==> config.mk <==
export PLATFORM = sky130hd
export DESIGN_NAME = regfile_dump_reader
export DESIGN_NICKNAME = d
export VERILOG_FILES = /design/src/rtl/regfile_dump_reader.sv
export SDC_FILE = /design/constraint.sdc
export NUM_CORES = 1
export LEC_CHECK = 0
export CAP_MARGIN = 20
export CORE_MARGIN = 5
export CORE_UTILIZATION = 41
export CTS_CLUSTER_SIZE = 8
export DETAILED_ROUTE_END_ITERATION = 10
export GPL_TIMING_DRIVEN = 0
export PLACE_DENSITY = 0.8
export SYNTH_ARGS = -nofsm -noshare
export SYNTH_HDL_FRONTEND = slang
export SYNTH_SLANG_ARGS = --single-unit
==> constraint.sdc <==
create_clock -name clk -period 2.05 [get_ports clk]
set_clock_uncertainty 0.05 [all_clocks]
set_input_delay 0.41 -clock clk [delete_from_list [all_inputs] [get_ports clk]]
set_output_delay 0.41 -clock clk [all_outputs]
set_load 0.01 [all_outputs]
==> src/rtl/regfile_dump_reader.sv <==
// Debug reader that walks the architectural registers through an async read port
// and streams each value with its index on a valid/ready interface.
module regfile_dump_reader #(
  parameter int unsigned NUM_REGS  = 32,
  parameter int unsigned FIRST_REG = 0,
  parameter int unsigned ADDR_W    = 5,
  parameter int unsigned DATA_W    = 32
) (
  input  logic              clk,
  input  logic              rst,
  input  logic              start,
  input  logic              abort,
  output logic [ADDR_W-1:0] rd_addr,
  input  logic [DATA_W-1:0] rd_data,
  output logic              out_valid,
  input  logic              out_ready,
  output logic [DATA_W-1:0] out_data,
  output logic [ADDR_W-1:0] out_index,
  output logic              out_last,
  output logic              busy,
  output logic              done
);

  typedef enum logic [1:0] {
    S_IDLE,
    S_READ,
    S_SEND,
    S_FIN
  } state_t;

  localparam logic [ADDR_W-1:0] IDX_FIRST = ADDR_W'(FIRST_REG);
  localparam logic [ADDR_W-1:0] IDX_LAST  = ADDR_W'(NUM_REGS - 1);

  state_t            state_q, state_d;
  logic [ADDR_W-1:0] idx_q, idx_d;
  logic [DATA_W-1:0] data_q, data_d;
  logic [ADDR_W-1:0] index_q, index_d;
  logic              last_q, last_d;

  always_comb begin
    state_d = state_q;
    idx_d   = idx_q;
    data_d  = data_q;
    index_d = index_q;
    last_d  = last_q;

    unique case (state_q)
      S_IDLE: begin
        // abort outranks start even while idle, so a coincident pair starts nothing
        if (start && !abort) begin
          idx_d   = IDX_FIRST;
          state_d = S_READ;
        end
      end
      S_READ: begin
        data_d  = rd_data;
        index_d = idx_q;
        last_d  = (idx_q == IDX_LAST);
        state_d = S_SEND;
      end
      S_SEND: begin
        if (out_ready) begin
          if (idx_q == IDX_LAST) begin
            state_d = S_FIN;
          end else begin
            idx_d   = idx_q + ADDR_W'(1);
            state_d = S_READ;
          end
        end
      end
      S_FIN: begin
        state_d = S_IDLE;
      end
      default: begin
        state_d = S_IDLE;
      end
    endcase

    // abort discards any capture or handshake of this cycle
    if (abort && (state_q != S_IDLE)) begin
      state_d = S_IDLE;
      idx_d   = idx_q;
      data_d  = data_q;
      index_d = index_q;
      last_d  = last_q;
    end
  end

  always_ff @(posedge clk) begin
    if (!rst) begin
      state_q <= S_IDLE;
      idx_q   <= IDX_FIRST;
      data_q  <= '0;
      index_q <= '0;
      last_q  <= 1'b0;
    end else begin
      state_q <= state_d;
      idx_q   <= idx_d;
      data_q  <= data_d;
      index_q <= index_d;
      last_q  <= last_d;
    end
  end

  assign rd_addr   = idx_q;
  assign out_valid = (state_q == S_SEND);
  assign out_data  = data_q;
  assign out_index = index_q;
  assign out_last  = last_q;
  assign busy      = (state_q != S_IDLE);
  assign done      = (state_q == S_FIN) && !abort;

  a_hold_stable: assert property (@(posedge clk) disable iff (!rst)
    (out_valid && !out_ready && !abort) |=>
      (out_valid && $stable(out_data) && $stable(out_index) && $stable(out_last)));

  a_done_excl: assert property (@(posedge clk) disable iff (!rst)
    done |-> !out_valid);

  a_idx_range: assert property (@(posedge clk) disable iff (!rst)
    (idx_q >= IDX_FIRST) && (idx_q <= IDX_LAST));

endmodule
Word-level counts from Yosys, hierarchy flattened:

Index checks and enable logic that the tools add are counted.

* add/sub/neg operators: 1
* equality and inequality tests: 7
* mux-type cells: 8
* bitwise operators: 2
* reduce and logical (&&, ||, !) cells: 11

Operator list (number)
* $mux 5: 3
* $pmux 5 s2: 1
* $pmux 2 s4: 1
* $mux 2: 3
* $add 5x1->5 const B: 1
* $eq 5x5->1 const B: 1
* $reduce_and 5->1: 1
* $eq 2x2->1 const B: 2
* $ne 2x2->1 const B: 2
* $reduce_and 2->1: 2
* $reduce_bool 2->1: 2
* $logic_and 1x1->1: 3
* $eq 2x1->1 const B: 1
* $logic_not 2->1: 1
* $ne 2x1->1 const B: 1
* $not 1->1: 2
* $reduce_or 2->1: 1
* $logic_not 1->1: 1

* bits in registers: 45
* bits of input ports: 37
* logic and storage cells: 34

Logic depth before layout (Yosys ltp):

Gate-level depths: netlist (run 1).

* depth after elaboration: 4
* depth in mapped cells: 6

Least setup slack after synthesis (run 1):

OpenSTA, ideal clock, no wires.

* path type: register to register
* start: register idx_q[0] (netlist: rd_addr[0])
* end: register idx_q[3] (netlist: rd_addr[3])
* library setup time: 0.074 ns
* arrival time: 1.681 ns
* required time: 1.926 ns
* slack: 0.245 ns
* cell stages (with the launch flop): 7
* clock period less this slack: 1.805 ns
* cells stage by stage: dfxtp_1 ha_1 and3_1 ha_1 nand3b_1 or4_1 o21ai_0

* cells in the longest elaborated chain, start to end: 4

RTL lines
* start: declaration: line 35 `logic [ADDR_W-1:0] idx_q, idx_d;`
* start signal: assignment: line 98 `idx_q <= idx_d;`
* $add 5x1->5: line 66 `idx_d = idx_q + ADDR_W'(1);`
* $mux 5: line 63 `if (idx_q == IDX_LAST) begin`
* $mux 5: line 62 `if (out_ready) begin`
* $pmux 5 s2: line 47 `unique case (state_q)`

Several ways; a longest one is shown, not always the timed one. The select of a mux whose other input is x is not followed.
A chain may end at the register's enable or synchronous reset.

Final worst setup path (run 1):

* start: register state_q[0]
* end: output port out_valid

* cells in the longest elaborated chain, start to end: 1

RTL lines
* start: declaration: line 34 `state_t state_q, state_d;`
* start signal: assignment: line 97 `state_q <= state_d;`
* $eq 2x2->1: line 106 `assign out_valid = (state_q == S_SEND);`
* end: declaration: line 15 `output logic out_valid,`

No other way between the ends.

==> qor.csv, run 1 <==
metric,value,unit
grt_first_pass_wirelength,7270,um
place.gp.congestion,0.761,
worst_slack,80.6,ps
area.growth.synth_to_final,56.0,%
grt_pass1_vias,1593,
dp_cells,344,
start_util,41.8,%
wirelength,4420,um
placed_area,0.00268,mm^2
synth_compound_area_share,18.8,%
drc,0,
syn_avg_cell_area,8.54,um^2
nNetsFinal,337,
synthTopCellsByArea,"dfxtp_1, nand2_1, a21boi_0",
grt_overflow_total,0,
synth-xor-area-share,0,%
yosys.area_share.simple,24.2,%
clock_path_buffers,2,
slew-limit-headroom,70.1,%
synthFlopType,dfxtp_1,
worst_slew_pin_slew,449,ps
placementRows,24,
grt_max_degree,14,
drt-initial-drc-count,88,
hp-class,reg -> reg,
worstPathRequired,1590,ps
p_leak,0.975,nW
ir_worst_vdd,0.410,mV
clk_latency,290,ps
viasPerCell,4.73,
h-tree-depth,2,
ys_seq_area_share,50.2,%
reg2reg_slack,120,ps
final-hold-violation-count,0,
cap_viol_max_count,0,
yosys_warnings,0,
worstPathMaxFanout,8,
critPathKind,reg -> out,
synth.net_count,249,
cp-start-kind,flip-flop,
synth_area,0.00179,mm^2
dpl.hpwl,3300,um
final_layout_size_suffix_gt1_share,6.69,%
die_x,76.1,um
powerDensity,629,mW/mm^2
r2r_start,rd_addr[0],
yosysTopAreaCell,dfxtp_1,
synth_top_area_share,50.2,%
rsz0062_at_grt,false,
cts_num_sinks,45,
coreArea,0.00429,mm^2
final-setup-viol-count,0,
final-max-slew-violation-count,0,
num_io_pins,83,
critPathLaunch,state_q[0],
yosys-top-cells-count,"nand2_1, dfxtp_1, a21boi_0, clkbuf_1, a21boi_1",
r2r_end,rd_addr[3],
postCtsSetupBuffers,0,
grt_usage,14.9,%
endpoint,out_valid,
crit_path_end_kind,output pin,
final_area,0.00280,mm^2
die_y,76.1,um
status,"complete, no violations",
ant_nets,0,
dr.pass1.iters,4,
dr_total_vias,1660,
synth.most_common_cell,nand2_1,
clock-root-buffer,clkbuf_8,
dieArea,0.00580,mm^2
fin_cells,351,
preCtsSetupSlack,-107,ps
ys_async_sr_fraction,0,%
wl_per_cell,12.6,um
cts_buffers,5,
io_buffer_count,82,
reg2reg_depth,6,
cts_tree,yes,
clk_pin_slew,80,ps
synth_edf_count,0,
synthAdderAreaFrac,1.40,%
clock.fmax,508,MHz
min_from,out_index[0],
postCtsHoldBufs,0,
diodes,0,
antenna_found_initial,0,
synth-seq-cells,45,
synth_top_family_by_area,simple AND/OR/NAND/NOR gates,
period_share,96.1,%
post-route-util,65.1,%
synthCells,210,
synthMuxAreaShare,1.12,%
period_minus_slack,1970,ps
synth_cell_types,26,
cp.arrival,1510,ps
==> how the worst min path moves through the flow <==
stage	depth (start not counted)	slack [ps]	endpoint
6_report	2	400	out_index[0]
5_1_grt	2	430	out_index[0]
4_1_cts	2	400	out_index[0]
3_5_place_dp	2	390	out_index[0]
3_3_place_gp	2	390	out_index[0]
2_1_floorplan	2	430	out_index[0]
==> through the flow <==
stage | TNS, ps | total power [mW] | hold WS (ps)
after floorplan | 0 | 0.980 | 429
after global placement | -141 | 1.09 | 390
after detailed placement | -452 | 1.10 | 394
after CTS | 0 | 1.78 | 405
after global routing | 0 | 1.83 | 430
final | 0 | 1.76 | 403
==> metal layers <==
metal / vias to the layer above / global-route usage, % / routed length, um / share of wire, %
met2: 56 / 24.7 / 2060 / 47
li1: 862 / - / - / -
met5: - / 0 / 0 / 0
met3: 4 / 8.16 / 498 / 11
met1: 738 / 16.9 / 1830 / 41
met4: 0 / 3.15 / 29 / 0.66
==> state kept, by name (all words and copies together), names as in the netlist <==
signal,count
out_index,5
out_last,1
state_q,2
rd_addr,5
out_data,32
==> final cells by class <==
cell class / instances / area [um^2]
plain buffers: 13 / 68.8
clock buffers: 7 / 86.3
clock inverters: 1 / 30.0
fillers: 389 / 1500
inverters: 1 / 3.75
multi-input cells: 150 / 821
flip-flops and latches: 45 / 902
well taps: 52 / 65.1
repair buffers: 82 / 820
==> cells by family after synthesis <==
| group | after synthesis |
|---|---|
| buffers and inverters | 15 |
| AO/OA/AOI/OAI | 46 |
| adder cells (fa/ha/maj) | 2 |
| flip-flops | 45 |
| AND/OR/NAND/NOR | 100 |
| multiplexers | 2 |
==> layout by cell type (no fill, tap or decap) <==
master and n:
nand3_1 3, a221oi_1 2, a21boi_0 33, or4_1 2, a21boi_1 5, bufinv_16 1
o21ai_0 2, nand2_1 82, dlygate4sd2_1 1, or2_2 2, nor2b_1 1, a21oi_1 2
clkbuf_1 8, a21oi_2 1, mux2i_1 2, ha_1 2, dfxtp_2 1, and3b_1 1
o32ai_1 1, or3b_2 1, dfxtp_1 44, inv_1 1, buf_6 2, nand3b_1 1
and2b_2 1, or3b_4 1, clkbuf_8 6, buf_2 4, nand2b_1 2, and3_1 1
clkdlybuf4s50_1 81, nor3b_1 2
==> what timing repair did <==
item	in CTS	in global routing
setup endpoints to repair	2	4
cloned	0	0
gates resized for setup	2	2
==> critical path: stages (launching register included) <==
cell	delay, ps
dfxtp_1	360
and2b_2	300
clkdlybuf4s50_1	560
==> power breakdown <==
part / internal, mW / switching [mW]
sequential: 0.887 / 0.00796
clock: 0.397 / 0.287
combinational: 0.114 / 0.0644
Power figures use the tool's default switching activity.
==> run 2: changes to the inputs <==
--- a/config.mk
+++ b/config.mk
@@ -5,13 +5,14 @@
 export SDC_FILE = /design/constraint.sdc
 export NUM_CORES = 1
 export LEC_CHECK = 0
+export ABC_AREA = 1
 export CAP_MARGIN = 20
 export CORE_MARGIN = 5
 export CORE_UTILIZATION = 41
 export CTS_CLUSTER_SIZE = 8
 export DETAILED_ROUTE_END_ITERATION = 10
 export GPL_TIMING_DRIVEN = 0
-export PLACE_DENSITY = 0.8
+export PLACE_DENSITY = 0.79
 export SYNTH_ARGS = -nofsm -noshare
 export SYNTH_HDL_FRONTEND = slang
 export SYNTH_SLANG_ARGS = --single-unit
==> run 2 against run 1 <==
Net effect: sequential power increased by 4.8%; cell count increased by 7.1%; area after synthesis up 3.6%; register-to-register slack better by 260 ps; first-iteration DRC count rose by 17%; synthesized cell count grew 11%; critical path depth increased by 1; worst setup slack improved by 130 ps; wire length up 7.1%; highest routed layer unchanged.
==> qor.csv, run 2 <==
metric,value,unit
status,"complete, no violations",
synth_top_area_share,48.5,%
r2r_start,rd_addr[0],
synth.most_common_cell,inv_1,
clk_latency,300,ps
period_share,89.6,%
io_buffer_count,82,
powerDensity,646,mW/mm^2
final-hold-violation-count,0,
synthCells,234,
crit_path_end_kind,output pin,
postCtsSetupBuffers,0,
wirelength,4730,um
p_leak,1.08,nW
worstPathRequired,1590,ps
area.growth.synth_to_final,53.3,%
dp_cells,368,
use_met2,26.6,%
num_io_pins,83,
cts_tree,yes,
final_layout_size_suffix_gt1_share,10.5,%
grt_pass1_vias,1663,
dr_total_vias,1756,
ys_async_sr_fraction,0,%
cts_num_sinks,45,
grt_usage,16.2,%
start_util,42.4,%
critical_path.cell_chain,"nor2_2, inv_1, clkdlybuf4s50_1",
syn_avg_cell_area,7.94,um^2
fillers,397,
ant_nets,0,
fin_cells,376,
place.gp.congestion,0.747,
final-setup-viol-count,0,
synth_area,0.00186,mm^2
coreArea,0.00438,mm^2
multi_input_area,679,um^2
period_minus_slack,1840,ps
use_met1,21.0,%
ys_seq_area_share,48.5,%
cts_buffers,5,
synth_cell_types,23,
reg2reg_slack,380,ps
synth_edf_count,0,
cp_slowest_cell,clkdlybuf4s50_1,
die_x,77.3,um
holdWs,393,ps
critPathKind,reg -> out,
hold_path_end,out_data[16],
clock.fmax,545,MHz
synthFlopType,dfxtp_1,
viasPerCell,4.67,
holdPathStages,2,
dr.pass1.iters,4,
yosysTopAreaCell,dfxtp_1,
layout_common_cells,"clkdlybuf4s50_1, inv_1, dfxtp_1",
clock-root-buffer,clkbuf_8,
grt_overflow_total,0,
critPathLaunch,state_q[0],
wl_per_cell,12.6,um
yosys_warnings,0,
drc,0,
dieArea,0.00598,mm^2
synthTopCellsByArea,"dfxtp_1, a21oi_1, o21ai_0",
grt_first_pass_wirelength,7910,um
yosys-top-cells-count,"inv_1, dfxtp_1, a21oi_1, o21ai_0, nand2_1",
grt-busiest-layer,met2,
clk_pin_slew,80,ps
worstPathMaxFanout,4,
synth.net_count,273,
cp.arrival,1380,ps
drt-initial-drc-count,103,
slew-limit-headroom,76.9,%
r2r_end,rd_addr[2],
layout_commonest_cell,clkdlybuf4s50_1,
register_area,902,um^2
ir_worst_vdd,0.297,mV
hp-class,reg -> reg,
cap_viol_max_count,0,
cp-start-kind,flip-flop,
rsz0062_at_grt,false,
largest_register_ffs,32,
min_from,out_data[16],
synth-seq-cells,45,
placementRows,24,
final-max-slew-violation-count,0,
reg2reg_depth,10,
slowest_delay,530,ps
grtUsageMet3,4.57,%
nNetsFinal,362,
dpl.hpwl,3610,um
die_y,77.3,um
grt_max_degree,14,
final.setup.tns,0,ps
worst_slew_pin_slew,347,ps
h-tree-depth,2,
antenna_found_initial,0,
clock_path_buffers,2,
diodes,0,
[run 2: changes by cell type in the layout (fill, tap and decap cells not counted), moves of 9 or more]
| cell | change |
|---|---|
| nand2_1 | -67 |
| inv_1 | +47 |
| a21oi_1 | +39 |
| o21ai_0 | +34 |
| a21boi_0 | -33 |
| nor2_1 | +9 |
[run 2: kinds of logic (layout without fill, tap and decap cells)]
logic type / count (synthesis) / count (layout) / share of synthesized area [%]
AND/OR/NAND/NOR: 41 / 41 / 11.6
adder cells (fa/ha/maj): 2 / 2 / 1.35
buffers and inverters: 62 / 152 / 14.9
AO/OA/AOI/OAI: 84 / 84 / 23.6
flip-flops: 45 / 45 / 48.5
[run 2: power by group]
| group | total (mW) | leakage [nW] | switching (mW) | internal [mW] |
|---|---|---|---|---|
| logic | 0.307 | 0.655 | 0.132 | 0.176 |
| clock network | 0.593 | 0.0542 | 0.288 | 0.305 |
| registers | 0.938 | 0.366 | 0.0250 | 0.913 |
[run 2: stage by stage]
| stage | setup slack (ps) | total power [mW] | utilization (%) | instance area (um^2) |
|---|---|---|---|---|
| 3_5_place_dp | -18.7 | 1.27 | 62.6 | 2740 |
| 3_3_place_gp | -43.7 | 1.26 | 62.6 | 2740 |
| 6_report | 214 | 1.84 | 65.0 | 2850 |
| 5_1_grt | 140 | 1.93 | 65.0 | 2850 |
| 4_1_cts | 16.7 | 1.86 | 64.9 | 2840 |
| 2_1_floorplan | 486 | 1.09 | - | 1860 |
[run 2: critical path, delay by kind of cell, from the launching register on]
kind                   cells  cell delay [ps]
buffers and inverters      2              590
flip-flops                 1              420
AND/OR/NAND/NOR            1               80
[run 2: routing by layer]
layer / vias up / wire length (um)
li1: 915 / -
met1: 777 / 2270
met2: 58 / 2140
met3: 6 / 277
met4: 0 / 48
met5: - / 0
[run 2: cell type report]
| type | count | area share (%) |
|---|---|---|
| Sequential cell | 45 | 31.7 |
| Timing Repair Buffer | 82 | 28.9 |
| Multi-Input combinational cell | 127 | 23.9 |
| Inverter | 50 | 6.59 |
| Clock buffer | 7 | 3.38 |
| Buffer | 12 | 3.16 |
| Tap cell | 52 | 2.28 |
| Clock inverter | 1 | 0.176 |
[run 2: worst max path at each step]
stage,endpoint,slack [ps],depth (start not counted)
2_1_floorplan,rd_addr[3],490,11
3_3_place_gp,done,-40,3
3_5_place_dp,done,-20,3
4_1_cts,out_valid,20,3
5_1_grt,busy,140,3
6_report,busy,210,3
[run 2: repair_timing]
item | 4_1_cts | 5_1_grt
hold buffers | 0 | 0
resized for setup | 1 | 2
endpoints found under the setup margin | 1 | 1
endpoints found under the hold margin | 0 | 0
pin swaps | 0 | 0
